`src/rtl/serial_receptor.sv`:
```
// Serial-to-parallel receiver: start bit, WIDTH data bits (selectable order),
// even parity; presents the word on Q with a one-cycle VALID or PERR strobe.
module serial_receptor #(
  parameter int unsigned WIDTH = 4
) (
  input  logic             CLK,
  input  logic             RESET,
  input  logic             ENB,
  input  logic             DIR,
  input  logic             S_IN,
  output logic [WIDTH-1:0] Q,
  output logic             VALID,
  output logic             PERR,
  output logic             BUSY
);

  localparam int unsigned CW = $clog2(WIDTH) + 1;

  typedef enum logic [1:0] {
    IDLE   = 2'd0,
    DATA   = 2'd1,
    PARITY = 2'd2
  } state_e;

  state_e           state_q, state_d;
  logic [CW-1:0]    cnt_q, cnt_d;
  logic [WIDTH-1:0] shift_q, shift_d;
  logic [WIDTH-1:0] q_q, q_d;
  logic             dir_q, dir_d;
  logic             valid_q, valid_d;
  logic             perr_q, perr_d;
  logic             busy_q, busy_d;
  int unsigned      pos;

  always_ff @(posedge CLK or posedge RESET) begin
    if (RESET) begin
      state_q <= IDLE;
      cnt_q   <= '0;
      shift_q <= '0;
      q_q     <= '0;
      dir_q   <= 1'b0;
      valid_q <= 1'b0;
      perr_q  <= 1'b0;
      busy_q  <= 1'b0;
    end else begin
      state_q <= state_d;
      cnt_q   <= cnt_d;
      shift_q <= shift_d;
      q_q     <= q_d;
      dir_q   <= dir_d;
      valid_q <= valid_d;
      perr_q  <= perr_d;
      busy_q  <= busy_d;
    end
  end

  // Destination bit position of the current data bit, honouring the order latched at start.
  always_comb begin
    pos = dir_q ? (WIDTH - 1 - 32'(cnt_q)) : 32'(cnt_q);
  end

  always_comb begin
    state_d = state_q;
    cnt_d   = cnt_q;
    shift_d = shift_q;
    q_d     = q_q;
    dir_d   = dir_q;
    valid_d = 1'b0;
    perr_d  = 1'b0;

    if (ENB) begin
      unique case (state_q)
        IDLE: begin
          if (S_IN) begin
            state_d = DATA;
            cnt_d   = '0;
            dir_d   = DIR;
          end
        end
        DATA: begin
          for (int unsigned i = 0; i < WIDTH; i++) begin
            if (i == pos) shift_d[i] = S_IN;
          end
          cnt_d = cnt_q + CW'(1);
          if (cnt_q == CW'(WIDTH - 1)) state_d = PARITY;
        end
        PARITY: begin
          if (^{shift_q, S_IN}) begin
            perr_d = 1'b1;
          end else begin
            q_d     = shift_q;
            valid_d = 1'b1;
          end
          state_d = IDLE;
        end
        default: state_d = IDLE;
      endcase
    end

    busy_d = (state_d != IDLE);
  end

  assign Q     = q_q;
  assign VALID = valid_q;
  assign PERR  = perr_q;
  assign BUSY  = busy_q;

endmodule

```
`config.mk`:
```
export PLATFORM = sky130hd
export DESIGN_NAME = serial_receptor
export DESIGN_NICKNAME = d
export VERILOG_FILES = /design/src/rtl/serial_receptor.sv
export SDC_FILE = /design/constraint.sdc
export NUM_CORES = 1
export LEC_CHECK = 0
export BUFFER_PORTS_ARGS = -buffer_cell sky130_fd_sc_hd__buf_2
export CAP_MARGIN = 15
export CORE_MARGIN = 5
export CORE_UTILIZATION = 45
export CTS_CLUSTER_DIAMETER = 100
export DETAILED_ROUTE_END_ITERATION = 8
export PLACE_DENSITY_LB_ADDON = 0.15
export SYNTH_ARGS = -nofsm -noshare
export SYNTH_HDL_FRONTEND = slang
export SYNTH_SLANG_ARGS = --single-unit
```
`constraint.sdc`:
```
create_clock -name CLK -period 1.61 [get_ports CLK]
set_clock_uncertainty 0.05 [all_clocks]
set_input_delay 0.322 -clock CLK [delete_from_list [all_inputs] [get_ports CLK]]
set_output_delay 0.322 -clock CLK [all_outputs]
set_load 0.02 [all_outputs]
```
==> summary.txt <==
PD cells = 1780 mW/mm2
Routed WL = 1.40 mm
Seq/Total Area, Yosys = 0.494
outcome = complete, no violations
crit end category = flip-flop
GRT overflow = 0
Syn-to-layout area delta = 15.1%
die width = 53.7 um
commonest register cell after synthesis = dfrtp_1
yosys warns = 0
Fillers = 169
Nets = 104
top cells by area, synth = dfrtp_1, xnor2_1, mux2_2
Post-synth EDFFs = 0
worst slew pin tran = 0.377 ns
clock-pin transition on the worst setup and hold timing paths = 0.09 ns
Post-synth ARST share = 1.00
crit path kind = reg -> reg
port bufs = 11
setup bufs post-CTS = 0
slowest cell on the critical path = dfrtp_1
Max Slew Vio Count = 0
count leader, synth = dfrtp_1
n_diodes = 0
crit path max fanout = 4
Site Rows = 15
Hold Fails Final Rpt = 0
CTS tree = built
leakage = 0.453 nW
clock sinks = 17
unique cell type count in the Yosys netlist = 21
vias in the first global route = 577
CP Cell Sequence = ha_1, ha_1, o21ai_0, a21o_1, or2_2
most frequent cells after synthesis = dfrtp_1, o21ai_0, xnor2_1
first-pass GRT wire length = 2.46 mm
top cell type's share of synthesized area = 0.494
startpoint types = flip-flop
Synth area leader = dfrtp_1
fmax = 0.684 GHz
Power Total = 1.76 mW
synthesized flop and latch total = 17
root buf cell = clkbuf_4
vias = 590
core area = 0.00176 mm2
final antenna-violating net count = 0
crit path buf inv count = 0
final hold slack = 0.217 ns
HP Class = in -> reg
layout cell share with drive strength beyond 1 = 0.260
htree depth = 1
max_cap viols = 0
DR vias/cell = 4.88
Iter 0 DRT Violations = 6
Pre-antenna DRT Iters = 4
Critical Path RT = 1.73 ns
Post-CTS Resized = 0
Crit path arrival time = 1.59 ns
maximum buffer depth of the clock tree = 2
gr usage total = 0.118
Max VDD drop = 0.938 mV
CP max stage delay = 0.42 ns
io pins = 12
Die Y = 53.7 um
Crit path top cell by count = ha_1
initial antenna violation count = 0
mapped cell area = 861 um2
Final setup viols = 0
Post-Syn Instances = 79
setup TNS = 0 ns
unrepaired setup endpoints after global routing = no
syn nets = 86
Reg area = 425 um2
Final Critical Period = 1.46 ns
later-pin clock latency in the skew report = 0.28 ns
effective utilization at floorplan = 0.488
delay-heaviest family, CP = flip-flops
hold_buf cts = 1
syn_area_per_cell = 10.9 um2
post-DP HPWL = 1.10 mm
drt wl/cell = 11.6 um
# DRC = 0
area of the multi-input gates = 413 um2
largest net degree at the start of global routing = 18
ratio of final minimum period to clock period = 0.909
max_slew headroom = 0.747
gp weighted congestion = 0.765
total CTS buffers = 3
Die Area = 0.00289 mm2
cell type report:
type,instances,area share
sequential,17,0.429
multi-input combinational,57,0.417
timing repair buffer,14,0.0808
tap,25,0.0316
clock buffer,4,0.0265
inverter,4,0.0152
kinds of logic (layout without fill, tap and decap cells):
family / count (synthesis) / count (layout) / synth area share
AO/OA/AOI/OAI: 19 / 19 / 0.122
XOR/XNOR: 12 / 12 / 0.148
adder cells (fa/ha/maj): 2 / 2 / 0.0291
buffers and inverters: 5 / 22 / 0.0262
flip-flops: 17 / 17 / 0.494
multiplexers: 5 / 5 / 0.0654
AND/OR/NAND/NOR: 19 / 19 / 0.115
worst paths after layout:
check	start	to	slack (ns)	cells after the start
max in group asynchronous	RESET	shift_q[1]$_DFFE_PP0P_	0.80	4
setup / recovery	cnt_q[1]$_DFFE_PP0P_	BUSY$_DFF_PP0_	0.15	5
setup reg to reg	cnt_q[1]$_DFFE_PP0P_	BUSY$_DFF_PP0_	0.15	5
hold reg to reg	cnt_q[2]$_DFFE_PP0P_	cnt_q[2]$_DFFE_PP0P_	0.46	2
min in group asynchronous	RESET	state_q[0]$_DFF_PP0_	0.53	4
hold / removal	DIR	dir_q$_DFFE_PP0P_	0.22	2
placed cells by master, fill, tap and decap left out:
cell type      instances
a22o_1                 2
clkbuf_4               3
nand2_1                8
dlygate4sd3_1          1
o21ai_0                9
or2_2                  2
xor2_1                 1
nor2b_1                2
dfrtp_1               17
clkbuf_1               1
mux2_2                 5
buf_2                 11
a21o_1                 1
a21oi_1                6
nand4bb_1              1
and2_1                 2
xnor2_1                9
xnor2_2                1
o21ai_1                1
and3b_1                1
buf_4                  2
ha_1                   2
inv_1                  4
nor2_1                 3
xnor3_2                1
routing by layer:
metal,track usage,up-vias,part of all wire
met5,0,-,0
met4,0.0255,0,0.0079
met3,0.0526,2,0.070
met2,0.188,12,0.47
met1,0.147,275,0.45
li1,-,301,-
stage by stage:
| step | setup slack, ns | utilization | instances | area, um2 |
|---|---|---|---|---|
| after detailed placement | 0.132 | 0.541 | 116 | 955 |
| after global placement | 0.166 | 0.541 | 116 | 955 |
| after global routing | 0.0358 | 0.562 | 121 | 991 |
| after CTS | 0.114 | 0.562 | 121 | 991 |
| final | 0.147 | 0.562 | 121 | 991 |
| after floorplan | 0.222 | - | 79 | 861 |
sequential cells by signal, indices dropped and copies added (netlist names):
signal / count
BUSY: 1
PERR: 1
Q: 4
VALID: 1
cnt_q: 3
dir_q: 1
shift_q: 4
state_q: 2
where the power goes:
group / switching [mW] / internal (mW)
Combinational: 0.374 / 0.464
Clock: 0.121 / 0.0962
Sequential: 0.148 / 0.560
Total: 0.642 / 1.12
worst register-to-register path, stage by stage (launching register included):
cell     delay [ns]
dfrtp_1        0.42
ha_1           0.18
ha_1           0.16
o21ai_0        0.08
a21o_1         0.19
or2_2          0.28
(Power assumes the default switching activity.)
